==> config.mk <==
export PLATFORM = sky130hd
export DESIGN_NAME = flight_frame_uart_tx
export DESIGN_NICKNAME = d
export VERILOG_FILES = /design/src/rtl/flight_frame_uart_tx_pkg.sv /design/src/rtl/uart_byte_tx.sv /design/src/rtl/flight_frame_uart_tx.sv
export SDC_FILE = /design/constraint.sdc
export NUM_CORES = 1
export LEC_CHECK = 0
export CAP_MARGIN = 10
export CELL_PAD_IN_SITES_DETAIL_PLACEMENT = 1
export CELL_PAD_IN_SITES_GLOBAL_PLACEMENT = 1
export CORE_ASPECT_RATIO = 0.8
export CORE_MARGIN = 2
export CORE_UTILIZATION = 46
export CTS_CLUSTER_SIZE = 40
export DETAILED_ROUTE_END_ITERATION = 8
export GPL_TIMING_DRIVEN = 0
export MAX_ROUTING_LAYER = met4
export PLACE_DENSITY_LB_ADDON = 0.1
export REMOVE_ABC_BUFFERS = 1
export SETUP_SLACK_MARGIN = 0.15
export SLEW_MARGIN = 20
export SYNTH_ARGS = -nofsm -noshare
export SYNTH_HDL_FRONTEND = slang
export SYNTH_SLANG_ARGS = --single-unit
==> constraint.sdc <==
create_clock -name clock -period 5.6 [get_ports clock]
set_clock_uncertainty 0.2 [all_clocks]
set_input_delay 0.84 -clock clock [delete_from_list [all_inputs] [get_ports clock]]
set_output_delay 0.84 -clock clock [all_outputs]
set_load 0.005 [all_outputs]
==> src/rtl/flight_frame_uart_tx_pkg.sv <==
// Shared constants, FSM state type and byte-select helper
// for the flight frame UART drain.
package flight_frame_uart_tx_pkg;

  localparam logic UART_IDLE    = 1'b1;
  localparam logic UART_START   = 1'b0;
  localparam logic UART_STOP    = 1'b1;
  localparam int   FLIGHT_WORDS = 48;

  typedef enum logic [2:0] {
    S_IDLE,
    S_FETCH,
    S_LOAD,
    S_SEND,
    S_FINISH
  } frame_state_t;

  function automatic logic [7:0] word_byte(
    input logic [31:0] w,
    input logic [1:0]  idx
  );
    unique case (idx)
      2'd0:    word_byte = w[7:0];
      2'd1:    word_byte = w[15:8];
      2'd2:    word_byte = w[23:16];
      default: word_byte = w[31:24];
    endcase
  endfunction

endpackage

==> src/rtl/uart_byte_tx.sv <==
// 8N1 byte serializer. A load on the last stop-bit clock
// chains the next byte with no idle gap.
module uart_byte_tx
  import flight_frame_uart_tx_pkg::*;
#(
  parameter int CLK_DIV = 434
) (
  input  logic       clock,
  input  logic       reset,
  input  logic       load,
  input  logic [7:0] data,
  output logic       tx,
  output logic       byte_done
);

  localparam logic [11:0] LAST_TICK = 12'(CLK_DIV - 1);

  logic [9:0]  r_shift;
  logic [11:0] r_timer;
  logic [3:0]  r_bits;
  logic        r_active;
  logic        w_tick;

  assign w_tick    = (r_timer == LAST_TICK);
  assign byte_done = r_active & w_tick & (r_bits == 4'd9);
  assign tx        = r_shift[0];

  // Bit timer and LSB-first shift register; idle fill is ones.
  always_ff @(posedge clock or posedge reset) begin
    if (reset) begin
      r_shift  <= {10{UART_IDLE}};
      r_timer  <= '0;
      r_bits   <= '0;
      r_active <= 1'b0;
    end else if (load) begin
      r_shift  <= {UART_STOP, data, UART_START};
      r_timer  <= '0;
      r_bits   <= '0;
      r_active <= 1'b1;
    end else if (r_active) begin
      if (w_tick) begin
        r_timer <= '0;
        r_shift <= {UART_IDLE, r_shift[9:1]};
        if (r_bits == 4'd9) begin
          r_bits   <= '0;
          r_active <= 1'b0;
        end else begin
          r_bits <= r_bits + 4'd1;
        end
      end else begin
        r_timer <= r_timer + 12'd1;
      end
    end
  end

endmodule

==> src/rtl/flight_frame_uart_tx.sv <==
// Drains WORDS 32-bit words from the subframe RAM onto
// one gap-free 8N1 line, prefetching the next word.
module flight_frame_uart_tx
  import flight_frame_uart_tx_pkg::*;
#(
  parameter int CLK_DIV = 434,
  parameter int WORDS   = FLIGHT_WORDS,
  parameter int RD_LAT  = 1
) (
  input  logic        clock,
  input  logic        reset,
  input  logic        start,
  output logic [7:0]  rd_FLIGHT,
  input  logic [31:0] FLIGHT_out,
  output logic        tx,
  output logic        busy,
  output logic        done,
  output logic        overrun
);

  localparam logic [1:0] LAT       = 2'(RD_LAT);
  localparam logic [7:0] LAST_WORD = 8'(WORDS - 1);

  frame_state_t r_state;
  logic        r_start_q;
  logic [7:0]  r_rd;
  logic [31:0] r_word_buf;
  logic [31:0] r_prefetch;
  logic [1:0]  r_lat;
  logic [1:0]  r_pf_lat;
  logic        r_pf_pend;
  logic [1:0]  r_byte_idx;
  logic [7:0]  r_word_cnt;
  logic        r_busy;
  logic        r_done;
  logic        r_overrun;

  logic        w_edge;
  logic        w_byte_done;
  logic        w_last_byte;
  logic        w_last_word;
  logic        w_fetch_done;
  logic        w_word_next;
  logic        w_load;
  logic [7:0]  w_data;

  assign w_edge       = start & ~r_start_q;
  assign w_last_byte  = (r_byte_idx == 2'd3);
  assign w_last_word  = (r_word_cnt == LAST_WORD);
  assign w_fetch_done = (r_state == S_FETCH) & (r_lat == LAT);
  assign w_word_next  = (r_state == S_SEND) & w_byte_done
                      & w_last_byte & ~w_last_word;

  assign rd_FLIGHT = r_rd;
  assign busy      = r_busy;
  assign done      = r_done;
  assign overrun   = r_overrun;

  // Next byte is handed over in the byte_done clock itself.
  always_comb begin
    w_load = 1'b0;
    w_data = word_byte(r_word_buf, r_byte_idx);
    if (r_state == S_LOAD) begin
      w_load = 1'b1;
    end else if (r_state == S_SEND && w_byte_done) begin
      if (!w_last_byte) begin
        w_load = 1'b1;
        w_data = word_byte(r_word_buf, r_byte_idx + 2'd1);
      end else if (!w_last_word) begin
        w_load = 1'b1;
        w_data = r_prefetch[7:0];
      end
    end
  end

  // Frame FSM with counters and registered status outputs.
  always_ff @(posedge clock or posedge reset) begin
    if (reset) begin
      r_state    <= S_IDLE;
      r_start_q  <= 1'b0;
      r_rd       <= '0;
      r_word_buf <= '0;
      r_lat      <= '0;
      r_byte_idx <= '0;
      r_word_cnt <= '0;
      r_busy     <= 1'b0;
      r_done     <= 1'b0;
      r_overrun  <= 1'b0;
    end else begin
      r_start_q <= start;
      r_done    <= 1'b0;
      r_overrun <= w_edge & r_busy;
      case (r_state)
        S_IDLE: begin
          r_rd <= '0;
          if (w_edge) begin
            r_busy     <= 1'b1;
            r_lat      <= '0;
            r_byte_idx <= '0;
            r_word_cnt <= '0;
            r_state    <= S_FETCH;
          end
        end
        S_FETCH: begin
          if (w_fetch_done) begin
            r_word_buf <= FLIGHT_out;
            r_rd       <= r_rd + 8'd1;
            r_state    <= S_LOAD;
          end else begin
            r_lat <= r_lat + 2'd1;
          end
        end
        S_LOAD: begin
          r_state <= S_SEND;
        end
        S_SEND: begin
          if (w_byte_done) begin
            if (!w_last_byte) begin
              r_byte_idx <= r_byte_idx + 2'd1;
            end else if (w_word_next) begin
              r_word_cnt <= r_word_cnt + 8'd1;
              r_byte_idx <= '0;
              r_word_buf <= r_prefetch;
              r_rd       <= r_rd + 8'd1;
            end else begin
              r_done  <= 1'b1;
              r_state <= S_FINISH;
            end
          end
        end
        S_FINISH: begin
          r_busy  <= 1'b0;
          r_rd    <= '0;
          r_state <= S_IDLE;
        end
        default: begin
          r_state <= S_IDLE;
        end
      endcase
    end
  end

  // Capture the word at the new address once its latency elapses.
  always_ff @(posedge clock or posedge reset) begin
    if (reset) begin
      r_prefetch <= '0;
      r_pf_lat   <= '0;
      r_pf_pend  <= 1'b0;
    end else if (r_pf_pend) begin
      if (r_pf_lat == LAT) begin
        r_prefetch <= FLIGHT_out;
        r_pf_pend  <= 1'b0;
        r_pf_lat   <= '0;
      end else begin
        r_pf_lat <= r_pf_lat + 2'd1;
      end
    end else if (w_fetch_done || w_word_next) begin
      r_pf_pend <= 1'b1;
      r_pf_lat  <= '0;
    end
  end

  uart_byte_tx #(
    .CLK_DIV(CLK_DIV)
  ) u_byte (
    .clock    (clock),
    .reset    (reset),
    .load     (w_load),
    .data     (w_data),
    .tx       (tx),
    .byte_done(w_byte_done)
  );

endmodule

== Yosys cells after proc, flatten, opt, wreduce, memory -nomap -nowiden ==
Cells that the tools add are included.
Word-level totals
  register bits: 121
  bits of input ports: 35
Operators by class
  $add $sub $neg: 7
  equality and inequality tests: 22
  mux-type cells: 64
  bitwise logic cells: 10
  reduce and logical (&&, ||, !) cells: 23
Operator list (number)
  $mux W32: 4
  $mux W8: 12
  $pmux W8 S3: 3
  $pmux W32 S2: 1
  $mux W12: 3
  $mux W10: 3
  $reduce_and A5 Y1: 4
  $add A8 B1 Y8 const B: 2
  $mux W1: 16
  $mux W2: 8
  $mux W4: 4
  $pmux W8 S2: 1
  $mux W3: 5
  $ne A2 B2 Y1 const B: 7
  $reduce_bool A2 Y1: 7
  $add A12 B1 Y12 const B: 1
  $eq A12 B9 Y1 const B: 1
  $pmux W3 S4: 1
  $and A1 B1 Y1: 8
  $eq A2 B1 Y1 const B: 4
  $eq A8 B6 Y1 const B: 1
  $pmux W2 S2: 2
  $add A2 B1 Y2 const B: 3
  $eq A2 B2 Y1 const B: 3
  17 further kinds: 22

== Logic depth before layout (Yosys ltp) ==
  word-level depth: 10
  mapped depth: 9
  mapped depth without buffers: 7

== Modules after synthesis ==
Synthesis repeated with hierarchy kept, for this count alone.
Second synthesis, totals
  cell total of the unflattened synthesis: 683
  area, all modules: 6373.6 um^2
By module, submodules not included
  flight_frame_uart_tx: instances 1, cells each 542, area each 5012.3 um^2, seq. area each 2352.3 um^2
  uart_byte_tx: instances 1, cells each 141, area each 1361.3 um^2, seq. area each 661.9 um^2

== Worst setup path after synthesis ==
No wires, ideal clock.
  path type: register -> register
  start: reg u_byte.r_timer[1]
  end: reg r_word_buf[15]
  library setup time: 0.127 ns
  arrival: 2.336 ns
  required time: 5.273 ns
  path slack: 2.937 ns
  stages on the path, launching flop included: 10
  path through: dfrtp_1 inv_1 ha_1 or4b_4 nor4_4 a31oi_1 nor2_1 buf_2 buf_6 mux2_1
On the way
  longest elaborated chain between the ends: 8
  elaborated cells between the ends (all ways): 9
RTL lines
  start: declaration: RTL line uart_byte_tx.sv:19  | logic [11:0] r_timer;
  start signal: assignment: RTL line uart_byte_tx.sv:51  | r_timer <= r_timer + 12'd1;
  $eq A12 B9 Y1 *: RTL line uart_byte_tx.sv:24  | assign w_tick = (r_timer == LAST_TICK);
  $and A1 B1 Y1 * (2 in series): RTL line uart_byte_tx.sv:25  | assign byte_done = r_active & w_tick & (r_bits == 4'd9);
  $and A1 B1 Y1: RTL line flight_frame_uart_tx.sv:51  | assign w_word_next = (r_state == S_SEND) & w_byte_done
  $and A1 B1 Y1 (2 in series): RTL line flight_frame_uart_tx.sv:52  | & w_last_byte & ~w_last_word;
  $ne A2 B2 Y1 (no source line)
  $reduce_and A5 Y1 (no source line) *
  end signal: assignment: RTL line flight_frame_uart_tx.sv:106  | r_word_buf <= FLIGHT_out;
  end signal: assignment: RTL line flight_frame_uart_tx.sv:123  | r_word_buf <= r_prefetch;
  end: declaration: RTL line flight_frame_uart_tx.sv:27  | logic [31:0] r_word_buf;
Mark *: on every way between the ends. The rest lies on a longest branch, timed or not.
A chain may end at the register's enable or synchronous reset.

== Worst setup path after layout ==
  start: reg u_byte.r_timer[0]
  end: reg r_word_buf[9]
Same word-level chain as after synthesis.

==> impl_metrics.ini <==
[logic_synthesis]
synth.top_cells.by_area = sky130_fd_sc_hd__dfrtp_1 45%, sky130_fd_sc_hd__mux2_2 9.6%, sky130_fd_sc_hd__nand2_1 6.8%
top_post_synthesis_cells_by_count = 112 x sky130_fd_sc_hd__nand2_1, 111 x sky130_fd_sc_hd__dfrtp_1, 53 x sky130_fd_sc_hd__mux2_2, 35 x sky130_fd_sc_hd__o21ai_0, 31 x sky130_fd_sc_hd__nor2_1
synth_top_area_cell = sky130_fd_sc_hd__dfrtp_1
syn_area_um2 = 6200
synthesis.yosys.warnings = 0
synthArstFlopShare_pct = 100
synth_edf_count = 0
yosysMostFrequentCell = sky130_fd_sc_hd__nand2_1
postSynthRegisterBits = 120
ys_seq_area_share_pct = 48.6
synth-main-ff-cell = sky130_fd_sc_hd__dfrtp_1
number_of_instances_in_the_synthesized_netlist = 614
ys_types = 59
netlist.area_leader.share_pct = 44.8
mean_instance_size_in_the_synthesized_netlist_um2 = 10.1

[grt]
grt_overflow_total = 0
grt_pass1_wl_mm = 28.1
grt_antenna_before_repair = 0
grt_start_max_net_pins = 69
via_count_of_the_first_global_routing_pass = 5409
grt.total_usage_pct = 26.0

[power]
comb_power_share_pct = 4.0
static_leakage_nw = 3.20
power_switching_share_pct = 19.8
power.share.clock_pct = 57.4
p_per_area_nw_per_um2 = 311
p_int_mw = 1.91
vdd_ir_drop_max_uv = 266
sw_power_mw = 0.470
share_seq_of_total_power_pct = 38.6

[min_path]
worst_hold_path_type = flop to flop
whs_endpoint = u_byte.r_shift[0]
worst_hold_startpoint = u_byte.r_shift[0]
worst_hold_path.num_cells = 2

[setup_path]
critical_path.startpoint_type = flop
worst-endpoint-arrival_ps = 3820
critical-path-max-stage-delay_ps = 790
critical_path_peak_fanout = 23
critical_path.n_buffers_inverters = 1
r2r_setup_slack_ps = 1880
critPathLaunch = u_byte.r_timer[0]
depth_of_the_worst_register_to_register_path = 7
critical_path.reg2reg.startpoint = u_byte.r_timer[0]
cp_top_family = simple AND/OR/NAND/NOR gates
r2r_end = r_word_buf[9]
critical_setup_path_kind = flop to flop
cp_cell_sequence = ha_1, or4b_4, nor4_4, a31oi_1, nor2_4, buf_16, mux2_2
worstPathRequired_ps = 5710
crit_slowest_cell = sky130_fd_sc_hd__nor4_4
worst_setup_path_end_kind = flop

[finish]
multiInputGateArea_um2 = 3010
area.sequential_um2 = 3010
layout_area_growth_over_synthesis_pct = 23.2
fin_cells = 839
final_nets = 699
fin_area_um2 = 7640
drive_gt1_share_pct = 17.0
final_core_utilization_pct = 58.7
antenna-diode-count = 0
layout.filler_cells = 1392

[timing]
min_period_ps = 3720
grt_setup_unrepaired = false
report.final.slew_viol_count = 0
finalSetupViolCount = 0
timing.hold.ws_ps = 276
final_hold_violation_count = 0
timing_worst_slew_pin_value_ps = 1140
post-route-period-util_pct = 66.4
achievable-frequency_ghz = 0.269
maxSlewHeadroom_pct = 23.9

[drt]
route.detailed.vias_per_inst = 5.91
drt_iter0_drc = 416
antenna_viol_nets_final = 0
drt-wirelength-per-cell_um = 19.9
drt_drc_violations_left = 0
firstDrtPassIters = 5
totalWireLength_mm = 16.7
route.vias.total = 4955

[cts]
clock_sink_count = 120
clkLatencyLatePin_ps = 430
setup_fix_buffers_added_after_clock_tree_synthesis = 0
cts-root-buf = sky130_fd_sc_hd__clkbuf_16
cts_buffer_depth = 2
clock_slew_at_reported_path_ffs_ps = 50
holdBufCountCts = 0
tritoncts_clock_tree = done
cts_inserted_buffers = 17
post_cts_resized = 0
htree_num_levels = 4

[run_status]
result_of_the_run = finished, final reports clean

[floorplan]
io_pins = 47
start_util_pct = 47.7
die_x_um = 134
chipHeight_um = 108
core_area_um2 = 13000
floorplan.die_area_um2 = 14400
placementRows = 37

[placement]
placed_cells = 807
port_buffers = 46
placed_area_um2 = 6910
half_perimeter_wire_length_of_the_detailed_placement_result_mm = 10.8
gp_congestion = 0.861

[run]
drv.max_cap_violation_count = 0
-- stage by stage --
stage               setup slack (ps)  TNS (ps)  power [mW]
floorplan                       1390         0       0.976
global placement                -467    -50800        1.02
detailed placement              1910         0        1.03
CTS                             1910         0        2.40
global route                    1710         0        2.44
finish                          1880         0        2.38
-- metal layers --
| metal | global-route usage, % | vias to the layer above | routed length [um] |
|---|---|---|---|
| li1 | - | 2295 | - |
| met1 | 31.7 | 2516 | 7400 |
| met2 | 42.2 | 118 | 8360 |
| met3 | 6.50 | 26 | 701 |
| met4 | 9.88 | 0 | 274 |
| met5 | - | - | 0 |
-- tightest hold or removal path, stage by stage, from the launching register on --
cell and delay, ps:
sky130_fd_sc_hd__dfstp_2 370, sky130_fd_sc_hd__nand2_1 50, sky130_fd_sc_hd__nand2_1 50
-- flip-flops by register name, summed over array words and instances, names as in the netlist, 2 cells and up --
signal,cells
r_lat,2
r_byte_idx,2
r_pf_lat,2
r_state,3
r_word_buf,32
rd_FLIGHT,8
u_byte.r_timer,12
r_prefetch,32
u_byte.r_shift,9
u_byte.r_bits,4
r_word_cnt,8
-- layout by cell type (no fill, tap or decap), drive strengths merged, types with 10 or more instances in the layout --
cell	instances
mux2	63
clkbuf	20
nand3	25
dfrtp	111
clkdlybuf4s50	46
a222oi	16
nand2	112
a21oi	19
nor2	31
inv	15
o21ai	35
ha	13
and3	10
mux2i	15
-- worst max path at each step --
stage | depth (start not counted) | endpoint
2_1_floorplan | 1 | busy
3_3_place_gp | 2 | rd_FLIGHT[7]
3_5_place_dp | 7 | r_word_buf[26]
4_1_cts | 8 | r_word_buf[10]
5_1_grt | 8 | r_word_buf[9]
6_report | 7 | r_word_buf[9]
-- power by group through the flow --
stage | clock network (mW) | registers [mW] | logic (mW)
final | 1.36 | 0.917 | 0.0962
after global routing | 1.42 | 0.920 | 0.109
after CTS | 1.38 | 0.917 | 0.0990
after detailed placement | 0 | 0.931 | 0.0959
after global placement | 0 | 0.929 | 0.0879
after floorplan | 0 | 0.924 | 0.0519
-- cell type report --
type	count	share of cell area, %
Sequential cell	120	39.4
Timing Repair Buffer	53	7.91
Tap cell	175	2.87
Multi-Input combinational cell	443	39.3
Clock inverter	12	3.50
Inverter	16	0.851
Clock buffer	20	6.11
-- logic make-up (layout without fill, tap and decap cells) --
| kind of cell | after synthesis | after routing | share of synthesized area [%] |
|---|---|---|---|
| AO/OA/AOI/OAI | 113 | 113 | 12.6 |
| XOR/XNOR | 8 | 8 | 1.13 |
| adder cells (fa/ha/maj) | 13 | 13 | 2.62 |
| buffers and inverters | 51 | 101 | 3.35 |
| flip-flops | 120 | 120 | 48.6 |
| multiplexers | 78 | 78 | 13.9 |
| AND/OR/NAND/NOR | 231 | 231 | 17.9 |
(Power assumes the default switching activity.)
